--- src/rtl/pb_dip_conditioner.sv ---
`default_nettype none
// ============================================================================
// Module   : pb_dip_conditioner
// Purpose  : Two-flop synchronisers and counter debouncers for two pushbuttons
//            and one DIP switch, plus one-cycle press pulses on the buttons.
// Revision : 1.0 - initial release
// ============================================================================
module pb_dip_conditioner #(
    parameter int DEBOUNCE_CYCLES = 50000,
    parameter int CNT_W           = 20
) (
    input  logic       clk,
    input  logic       rst_n,
    input  logic [1:0] pb_raw,
    input  logic       dip_raw,
    output logic [1:0] pb_clean,
    output logic       dip_clean,
    output logic [1:0] pb_press
);

    localparam int              c_NUM_CH  = 3;
    localparam logic [CNT_W-1:0] c_CNT_MAX = CNT_W'(DEBOUNCE_CYCLES - 1);

    logic [c_NUM_CH-1:0] w_raw;
    logic [c_NUM_CH-1:0] w_clean;
    logic [1:0]          w_press;

    // Channel order: pb_raw[0], pb_raw[1], dip_raw
    assign w_raw = {dip_raw, pb_raw};

    generate
        for (genvar i = 0; i < c_NUM_CH; i++) begin : g_chan
            logic             r_sync1;
            logic             r_sync2;
            logic             r_clean;
            logic [CNT_W-1:0] r_cnt;
            logic             w_differ;
            logic             w_load;

            assign w_differ = (r_sync2 != r_clean);
            assign w_load   = w_differ && (r_cnt == c_CNT_MAX);

            always_ff @(posedge clk or negedge rst_n) begin
                if (!rst_n) begin
                    r_sync1 <= 1'b0;
                    r_sync2 <= 1'b0;
                end else begin
                    r_sync1 <= w_raw[i];
                    r_sync2 <= r_sync1;
                end
            end

            // Any return of the synchronised level to the clean level restarts the count
            always_ff @(posedge clk or negedge rst_n) begin
                if (!rst_n) begin
                    r_cnt   <= '0;
                    r_clean <= 1'b0;
                end else if (!w_differ) begin
                    r_cnt   <= '0;
                end else if (w_load) begin
                    r_cnt   <= '0;
                    r_clean <= r_sync2;
                end else begin
                    r_cnt   <= r_cnt + 1'b1;
                end
            end

            assign w_clean[i] = r_clean;

            if (i < 2) begin : g_press
                logic r_press;

                // Pulse coincides with the edge on which the clean level rises
                always_ff @(posedge clk or negedge rst_n) begin
                    if (!rst_n) begin
                        r_press <= 1'b0;
                    end else begin
                        r_press <= w_load && r_sync2;
                    end
                end

                assign w_press[i] = r_press;
            end
        end
    endgenerate

    assign pb_clean  = w_clean[1:0];
    assign dip_clean = w_clean[2];
    assign pb_press  = w_press;

endmodule
`default_nettype wire

--- config.mk ---
export PLATFORM = sky130hd
export DESIGN_NAME = pb_dip_conditioner
export DESIGN_NICKNAME = d
export VERILOG_FILES = /design/src/rtl/pb_dip_conditioner.sv
export SDC_FILE = /design/constraint.sdc
export NUM_CORES = 1
export LEC_CHECK = 0
export CORE_ASPECT_RATIO = 1.2
export CORE_MARGIN = 2
export CORE_UTILIZATION = 55
export CTS_CLUSTER_SIZE = 14
export DETAILED_ROUTE_END_ITERATION = 10
export PLACE_DENSITY = 0.76
export SLEW_MARGIN = 20
export SYNTH_ARGS = -nofsm -noshare
export SYNTH_HDL_FRONTEND = slang
export SYNTH_SLANG_ARGS = --single-unit
--- constraint.sdc ---
create_clock -name clk -period 2.8 [get_ports clk]
set_input_delay 0.28 -clock clk [delete_from_list [all_inputs] [get_ports clk]]
set_output_delay 0.28 -clock clk [all_outputs]
set_load 0.05 [all_outputs]
==> impl_metrics.yaml, run 1 <==
clock_tree:
  cts_htree_levels: 3
  numCtsBuffers: 9
  root_buffer: "clkbuf_8"
  tritoncts: "done"
  tritoncts_num_sinks: 71
  cts-root-to-sink-buffers: 2
  worst_skew_pair.late_latency_ps: 340
  clkSlewWorstSetupHoldPaths_ps: 80
  postCtsSetupRepairBufs: 0
routing:
  drt_pre_antenna_iters: 4
  wl_per_cell_um: 14.33
  routed_wl_um: 6192
  ant_nets: 0
  remaining_drc_errors: 0
  dr_total_vias: 2470
  vias_per_cell: 5.718
  detail_route.iter0.violations: 145
die:
  design.die.area_um2: 6809
  fp-row-count: 31
  io_pins: 10
  start_util: 0.5638
  die_width_um: 75.67
  placeableCoreArea_um2: 6012
  floorplan.die.height_um: 90.00
grt:
  grt_antenna_before_repair: 0
  grt_pass1_vias: 2411
  grt_start_max_net_pins: 50
  grt_first_pass_wirelength_um: 10930
  overflow: 0
  all_layer_gr_usage: 0.2101
timing:
  worst_clock_skew_ps: 9.024
  layout_setup_ws_ps: 661.6
  period_share: 0.7637
  achievable-frequency_ghz: 0.4676
  tns_ps: 0
  finalHoldViolations: 0
  timing_worst_slew_pin_value_ps: 624.1
  grt_setup_unrepaired: "no"
  timing.final.max_slew_violations: 0
  finalWorstPathRequiredPeriod_ps: 2138
  final-setup-viol-count: 0
  timing.max_slew.rel_slack: 0.5825
yosys:
  synth.lib_cells_used.distinct: 34
  yosys_register_bits: 71
  post-synth-top-area-fraction: 0.5242
  netlist.top_cell.by_area: "dfrtp_1"
  syn_area_um2: 3390
  yosysWarningCount: 0
  synthTopCellsByArea: "dfrtp_1 (52%), xor2_1 (6.5%), nor2_1 (5.8%), xnor2_1 (5.2%), nand4_1 (4.1%)"
  post_synth.cell_area_avg_um2: 10.21
  mappedNetlistNets: 340
  syn_inst: 332
  seq_area_frac_synth: 0.5242
place:
  place_ws_ps: 697.5
  routability_driven_placement_congestion_ratio: 0.8597
  place.detailed.hpwl_um: 4202
  portBuffers: 9
power_and_ir_drop:
  p_switching_mw: 0.4348
  power.total_mw: 2.020
  power.ir.vdd_worst_mv: 0.3400
  pwr-share-clk: 0.446
  cellInternalPower_mw: 1.585
  switching_share: 0.2153
  powerDensity_nw_per_um2: 534.3
  power.share.sequential: 0.522
  static-leakage-power_nw: 1.564
  comb_power_share: 0.033
critical_path:
  worst_setup_path_startpoint: "g_chan[0].r_cnt[4]$_DFF_PN0_"
  startpoint_type: "flip-flop"
  r2r_cells: 4
  timing.critical_path.arrival_ps: 2370
  cp_data_required_time_ps: 3030
  r2r_path_start: "g_chan[0].r_cnt[4]$_DFF_PN0_"
  worstPathMaxFanout: 10
  crit_type: "reg -> reg"
  worst_setup_path_endpoint: "g_chan[0].r_cnt[18]$_DFF_PN0_"
  reg2reg_to: "g_chan[0].r_cnt[18]$_DFF_PN0_"
  worst-r2r-setup-slack_ps: 660
  cp-end-kind: "flip-flop"
job:
  timing.max_cap.violations: 0
hold_path:
  hold_class: "reg -> reg"
finish:
  layout-drive-gt1-share: 0.09143
  antenna_cells_inserted: 0
  num-fill-cells: 475
  utilization: 0.6287
  layout_nets: 353
  flow.area_growth_from_synthesis_pct: 11.52
run_status:
  status: "completed"
-- worst max-delay path, stage by stage (launching register included) --
cell,delay (ps)
dfrtp_1,450
or4_4,560
o41ai_4,670
buf_4,280
a21oi_1,60
-- final cells by class --
type,count,area [um2],share of cell area
Sequential cell,71,1777,0.4700
Multi-Input combinational cell,241,1518,0.4015
Clock buffer,10,137.6,0.03641
Timing Repair Buffer,15,135.1,0.03575
Tap cell,82,102.6,0.02714
Clock inverter,6,83.83,0.02218
Inverter,7,26.28,0.006951
-- cell usage in the layout, fill, tap and decap left out, types with 2 or more instances in the layout --
master | synthesis | final
ha_1 | 3 | 3
o31ai_1 | 5 | 4
nand4_1 | 22 | 22
and4_1 | 7 | 7
dfrtp_1 | 71 | 71
bufinv_16 | 0 | 2
inv_1 | 7 | 7
xnor2_1 | 20 | 20
clkbuf_8 | 0 | 10
clkinv_2 | 0 | 3
nand2_1 | 17 | 17
nand3_1 | 18 | 18
a21oi_1 | 12 | 12
clkdlybuf4s50_1 | 0 | 8
nor3_1 | 6 | 6
mux2_2 | 2 | 2
and2_1 | 2 | 2
or3_1 | 9 | 9
nor4_1 | 11 | 11
or4_4 | 2 | 2
and3_1 | 5 | 5
o21ai_0 | 7 | 7
nor4b_1 | 3 | 3
or4_1 | 5 | 5
nor2_1 | 52 | 52
xor2_1 | 25 | 25
buf_4 | 4 | 6
-- worst min-delay path by stage --
stage                                      from                            end  slack (ps)  cells after the start
finish              g_chan[2].r_sync1$_DFF_PN0_    g_chan[2].r_sync2$_DFF_PN0_         350                      0
global route                          pb_raw[1]    g_chan[1].r_sync1$_DFF_PN0_         350                      1
CTS                                       rst_n  g_chan[2].r_cnt[15]$_DFF_PN0_         150                      1
detailed placement  g_chan[1].r_sync1$_DFF_PN0_    g_chan[1].r_sync2$_DFF_PN0_         340                      0
global placement    g_chan[2].r_sync1$_DFF_PN0_    g_chan[2].r_sync2$_DFF_PN0_         330                      0
floorplan                                 rst_n          dip_clean$_DFFE_PN0P_         -20                      0
-- stage by stage --
step	instances	hold slack, ps	instance area, um2
global route	432	347.6	3780
finish	432	345.3	3780
CTS	431	153.4	3767
floorplan	332	-15.59	3390
detailed placement	415	340.2	3546
global placement	415	331.3	3546
-- repair_timing --
item / in CTS / in global routing
gates resized for setup: 0 / 0
setup endpoints to repair: 0 / 0
endpoints found under the hold margin: 0 / 44
hold buffers: 0 / 1
-- Yosys cell counts (all sizes together) --
cell type	instances
a31o	1
xnor2	20
and2	2
nor3b	1
o21ai	8
nor3	6
a21oi	12
nand3	18
inv	7
ha	3
mux2	3
or2	1
clkbuf	6
o41ai	1
dfrtp	71
o31ai	5
nor2	52
buf	7
or4	7
or3	9
nand4	22
and4	7
nand2	17
or4b	1
and3b	1
nor4	11
and3	5
nor4b	3
xor2	25
-- power groups by stage --
stage / clock (mW) / sequential, mW / combinational, mW
2_1_floorplan: 0 / 1.07 / 0.0305
3_3_place_gp: 0 / 1.07 / 0.0642
3_5_place_dp: 0 / 1.07 / 0.0662
4_1_cts: 0.914 / 1.05 / 0.0669
5_1_grt: 0.963 / 1.06 / 0.0763
6_report: 0.901 / 1.05 / 0.0658
-- layer usage --
layer | up-vias | wire [um] | global-route usage
met5 | - | 0 | 0
li1 | 1207 | - | -
met4 | 0 | 65 | 0.08187
met1 | 1213 | 2812 | 0.2755
met3 | 6 | 234 | 0.06726
met2 | 44 | 3079 | 0.3210
-- flip-flops by register name, summed over array words and instances (netlist names) --
name,count
dip_clean,1
g_chan.g_press.r_press,2
g_chan.r_clean,2
g_chan.r_cnt,60
g_chan.r_sync1,3
g_chan.r_sync2,3
-- logic make-up after synthesis --
kind of cell	count (synthesis)	synth area share
multiplexers	3	0.01107
AO/OA/AOI/OAI	27	0.05242
flip-flops	71	0.5242
adder cells (fa/ha/maj)	3	0.01108
AND/OR/NAND/NOR	163	0.2555
XOR/XNOR	45	0.1163
buffers and inverters	20	0.02953
Power figures use the tool's default switching activity.
==> run 2: changes to the inputs <==
- PLACE_DENSITY: 0.76 -> 0.79
- clock period: 2.8 -> 1.75 ns (I/O delays scaled with it)
==> impl_metrics.yaml, run 2 (synthesis results as in run 1) <==
routing:
  routed_wl_um: 7474
  vias_per_cell: 5.601
  detail_route.iter0.violations: 203
  ant_nets: 0
  remaining_drc_errors: 0
  wl_per_cell_um: 15.38
  drt_pre_antenna_iters: 4
  dr_total_vias: 2722
timing:
  grt_setup_unrepaired: "yes"
  period_share: 1.100
  timing_worst_slew_pin_value_ps: 505.1
  layout_setup_ws_ps: -174.9
  timing.max_slew.rel_slack: 0.6627
  timing.final.max_slew_violations: 0
  final-setup-viol-count: 43
  worst_clock_skew_ps: 10.78
  finalHoldViolations: 0
  whs_ps: 262.8
  achievable-frequency_ghz: 0.5195
  finalWorstPathRequiredPeriod_ps: 1925
run_status:
  status: "complete, but fails checks"
  failed_checks: "negative setup slack"
finish:
  final_common_cell: "dfrtp_1"
  layout_nets: 408
  utilization: 0.7217
  antenna_cells_inserted: 0
  flow.area_growth_from_synthesis_pct: 28.02
  largest_reg_flops: 60
  max_flop_register: "g_chan.r_cnt"
  layout-drive-gt1-share: 0.3069
  most-common-layout-cells: "dfrtp_1 (70), buf_4 (51), nor2_1 (37)"
  layout_top_registers: "g_chan.r_cnt x60, g_chan.r_sync1 x3, g_chan.r_sync2 x3"
  num-fill-cells: 416
die:
  start_util: 0.5638
  floorplan.die.height_um: 90.00
  placeableCoreArea_um2: 6012
  fp-row-count: 31
  design.die.area_um2: 6809
  io_pins: 10
  die_width_um: 75.67
place:
  place.detailed.hpwl_um: 4657
  portBuffers: 9
  routability_driven_placement_congestion_ratio: 0.9184
critical_path:
  timing.critical_path.arrival_ps: 2160
  startpoint_type: "flip-flop"
  worstPathMaxFanout: 3
  cp_data_required_time_ps: 1990
  crit_type: "reg -> reg"
  cp-end-kind: "flip-flop"
power_and_ir_drop:
  power.ir.vdd_worst_mv: 0.9058
  powerDensity_nw_per_um2: 687.3
  power.total_mw: 2.982
  static-leakage-power_nw: 1.837
clock_tree:
  tritoncts: "done"
  clkSlewWorstSetupHoldPaths_ps: 70
  cts_htree_levels: 3
  tritoncts_num_sinks: 71
  root_buffer: "clkbuf_8"
  cts-root-to-sink-buffers: 2
  worst_skew_pair.late_latency_ps: 350
  numCtsBuffers: 9
grt:
  grt_start_max_net_pins: 72
  grt_antenna_before_repair: 0
  overflow: 0
  grt_first_pass_wirelength_um: 11960
  all_layer_gr_usage: 0.2269
  grt_pass1_vias: 2723
hold_path:
  hold_class: "in -> reg"
job:
  timing.max_cap.violations: 0
## run 2: cell types whose count changed in the layout (fill, tap and decap cells not counted), moves of 4 or more
cell,previous run,this run
nor2_1,52,37
buf_6,0,8
nor2_4,0,4
a21oi_1,12,4
a21oi_2,0,8
nor2_2,0,11
buf_4,6,51
## run 2: worst max-delay path, stage by stage (launching register included)
cell	delay, ps
dfrtp_1	400
nor4_2	280
nand4_1	210
or4_4	610
mux2_4	310
## run 2: layout make-up
type,count,area (um2),share of cell area
clock buffers,11,141.4,0.03258
repair buffers,70,588.1,0.1355
well taps,82,102.6,0.02364
clock inverters,4,22.52,0.005190
multi-input cells,241,1680,0.3873
flip-flops and latches,71,1778,0.4097
inverters,7,26.28,0.006055
## run 2: final timing paths
| check | from | to | slack [ps] | cells past startpoint |
|---|---|---|---|---|
| setup / recovery | g_chan[0].r_cnt[11]$_DFF_PN0_ | g_chan[0].r_clean$_DFFE_PN0P_ | -170 | 4 |
| hold / removal | dip_raw | g_chan[2].r_sync1$_DFF_PN0_ | 260 | 1 |
| setup reg to reg | g_chan[0].r_cnt[11]$_DFF_PN0_ | g_chan[0].r_clean$_DFFE_PN0P_ | -170 | 4 |
| hold reg to reg | g_chan[0].r_sync1$_DFF_PN0_ | g_chan[0].r_sync2$_DFF_PN0_ | 360 | 0 |
| max in group asynchronous | rst_n | g_chan[1].r_cnt[11]$_DFF_PN0_ | 1050 | 3 |
| min in group asynchronous | rst_n | g_chan[2].r_cnt[15]$_DFF_PN0_ | 370 | 3 |
## run 2: layer usage
metal  global-route usage  vias up  part of all wire
met2               0.3703       66              0.52
met3              0.04709       20             0.032
li1                     -     1310                 -
met5                    0        -                 0
met1               0.2951     1326              0.42
met4              0.08041        0             0.026
## run 2: report_power, final
group / internal [mW] / switching [mW] / leakage [nW]
combinational: 0.0736 / 0.0919 / 0.783
sequential: 1.66 / 0.0182 / 0.969
clock: 0.538 / 0.597 / 0.0850
## run 2: per-stage QoR
stage	instance area (um2)	setup slack (ps)	setup TNS (ps)	cells
6_report	4339	-174.9	-3267	486
5_1_grt	4339	-212.5	-5911	486
4_1_cts	4101	-88.47	-1333	474
3_5_place_dp	3887	-101.7	-1328	457
3_3_place_gp	3887	-66.43	-399.8	457
2_1_floorplan	3407	-79.17	-82.65	332
## run 2: repair_timing
action	CTS	global route
pin swaps	6	23
hold buffers	1	0
hold endpoints to repair	71	0
setup buffers	1	11
gates cloned	0	1
resized for setup	12	43
endpoints found under the setup margin	24	64
==> run 3: changes to the inputs <==
- MAX_ROUTING_LAYER: unset -> met4
==> impl_metrics.yaml, run 3 (synthesis results as in run 1) <==
run_status:
  status: "complete, but fails checks"
  failed_checks: "negative setup slack"
power_and_ir_drop:
  power.ir.vdd_worst_mv: 0.8923
  static-leakage-power_nw: 1.837
  power.total_mw: 2.977
  powerDensity_nw_per_um2: 686.0
grt:
  grt_first_pass_wirelength_um: 11930
  grt_start_max_net_pins: 72
  overflow: 0
  grt_antenna_before_repair: 0
  grt_pass1_vias: 2723
  all_layer_gr_usage: 0.2324
timing:
  achievable-frequency_ghz: 0.5214
  layout_setup_ws_ps: -167.9
  final-setup-viol-count: 43
  finalWorstPathRequiredPeriod_ps: 1918
  timing_worst_slew_pin_value_ps: 496.3
  timing.final.max_slew_violations: 0
  grt_setup_unrepaired: "yes"
  tns_ps: -3523
  period_share: 1.096
  timing.max_slew.rel_slack: 0.6661
  finalHoldViolations: 0
  worst_clock_skew_ps: 8.578
critical_path:
  crit_path_top_delay_cell: "or4_4"
  startpoint_type: "flip-flop"
  worst-r2r-setup-slack_ps: -170
  cp_cell_sequence: "nor4_2, nand4_1, or4_4, mux2_4"
  cp_data_required_time_ps: 1990
  critical_path.top_delay_family: "simple AND/OR/NAND/NOR gates"
  critical-path-max-stage-delay_ps: 610
  worst_setup_path_startpoint: "g_chan[0].r_cnt[11]$_DFF_PN0_"
  worstPathBufferInverterCount: 0
  crit_type: "reg -> reg"
  timing.critical_path.arrival_ps: 2150
  worstPathMaxFanout: 3
  r2r_path_start: "g_chan[0].r_cnt[11]$_DFF_PN0_"
  cp-end-kind: "flip-flop"
job:
  timing.max_cap.violations: 0
die:
  placeableCoreArea_um2: 6012
  start_util: 0.5638
  die_width_um: 75.67
  design.die.area_um2: 6809
  floorplan.die.height_um: 90.00
  io_pins: 10
  fp-row-count: 31
clock_tree:
  clkSlewWorstSetupHoldPaths_ps: 70
  cts_htree_levels: 3
  root_buffer: "clkbuf_8"
  numCtsBuffers: 9
  tritoncts: "done"
  tritoncts_num_sinks: 71
  worst_skew_pair.late_latency_ps: 350
  cts-root-to-sink-buffers: 2
finish:
  final_common_cell: "dfrtp_1"
  layout_nets: 408
  layout-drive-gt1-share: 0.3069
  layout_top_registers: "g_chan.r_cnt x60, g_chan.r_sync1 x3, g_chan.r_sync2 x3"
  largest_reg_flops: 60
  antenna_cells_inserted: 0
  flow.area_growth_from_synthesis_pct: 28.02
  num-fill-cells: 416
  fin_area_um2: 4339
  most-common-layout-cells: "dfrtp_1 (70), buf_4 (51), nor2_1 (37)"
  max_flop_register: "g_chan.r_cnt"
routing:
  ant_nets: 0
  dr_total_vias: 2718
  remaining_drc_errors: 0
  drt_pre_antenna_iters: 4
  detail_route.iter0.violations: 206
  vias_per_cell: 5.593
  routed_wl_um: 7499
  wl_per_cell_um: 15.43
place:
  routability_driven_placement_congestion_ratio: 0.9345
  place_ws_ps: -101.7
  dpl-instance-area_um2: 3887
  place.detailed.hpwl_um: 4657
  portBuffers: 9
hold_path:
  min-delay-start: "pb_raw[0]"
  hold_class: "in -> reg"
## run 3: cell counts in the layout (fill, tap and decap cells not counted)
Identical to the previous run, type by type.
## run 3: report_power, final
group	leakage [nW]	switching (mW)	internal (mW)
Sequential	0.969	0.0181	1.66
Combinational	0.783	0.0918	0.0736
Clock	0.0850	0.591	0.538
Total	1.84	0.701	2.28
## run 3: final timing paths
check	depth (start not counted)	end
min in group asynchronous	3	g_chan[2].r_cnt[19]$_DFF_PN0_
worst max register to register	4	g_chan[0].r_clean$_DFFE_PN0P_
worst max-delay path	4	g_chan[0].r_clean$_DFFE_PN0P_
worst min register to register	0	g_chan[2].r_sync2$_DFF_PN0_
max in group asynchronous	3	g_chan[1].r_cnt[11]$_DFF_PN0_
worst min-delay path	1	g_chan[0].r_sync1$_DFF_PN0_
## run 3: final cells by class
type / count / area (um2) / share of cell area
Sequential cell: 71 / 1778 / 0.4097
Multi-Input combinational cell: 241 / 1680 / 0.3873
Timing Repair Buffer: 70 / 588.1 / 0.1355
Clock buffer: 11 / 141.4 / 0.03258
Tap cell: 82 / 102.6 / 0.02364
Inverter: 7 / 26.28 / 0.006055
Clock inverter: 4 / 22.52 / 0.005190
## run 3: stage by stage
step	hold WS, ps	utilization	cells
2_1_floorplan	-120.6	-	332
3_3_place_gp	227.8	0.6466	457
3_5_place_dp	227.9	0.6466	457
4_1_cts	249.2	0.6822	474
5_1_grt	265.8	0.7217	486
6_report	262.4	0.7217	486
## run 3: timing repair
item / 4_1_cts / 5_1_grt
pin swaps: 6 / 23
hold endpoints to repair: 71 / 0
setup buffers: 1 / 11
hold buffers: 1 / 0
endpoints found under the setup margin: 24 / 64
resized for setup: 12 / 43
gates cloned: 0 / 1
## run 3: per-layer routing
layer	up-vias	track usage	part of all wire
met1	1333	0.2951	0.42
met5	-	-	0
met2	57	0.3703	0.52
met4	0	0.08041	0.024
met3	19	0.04372	0.031
li1	1309	-	-
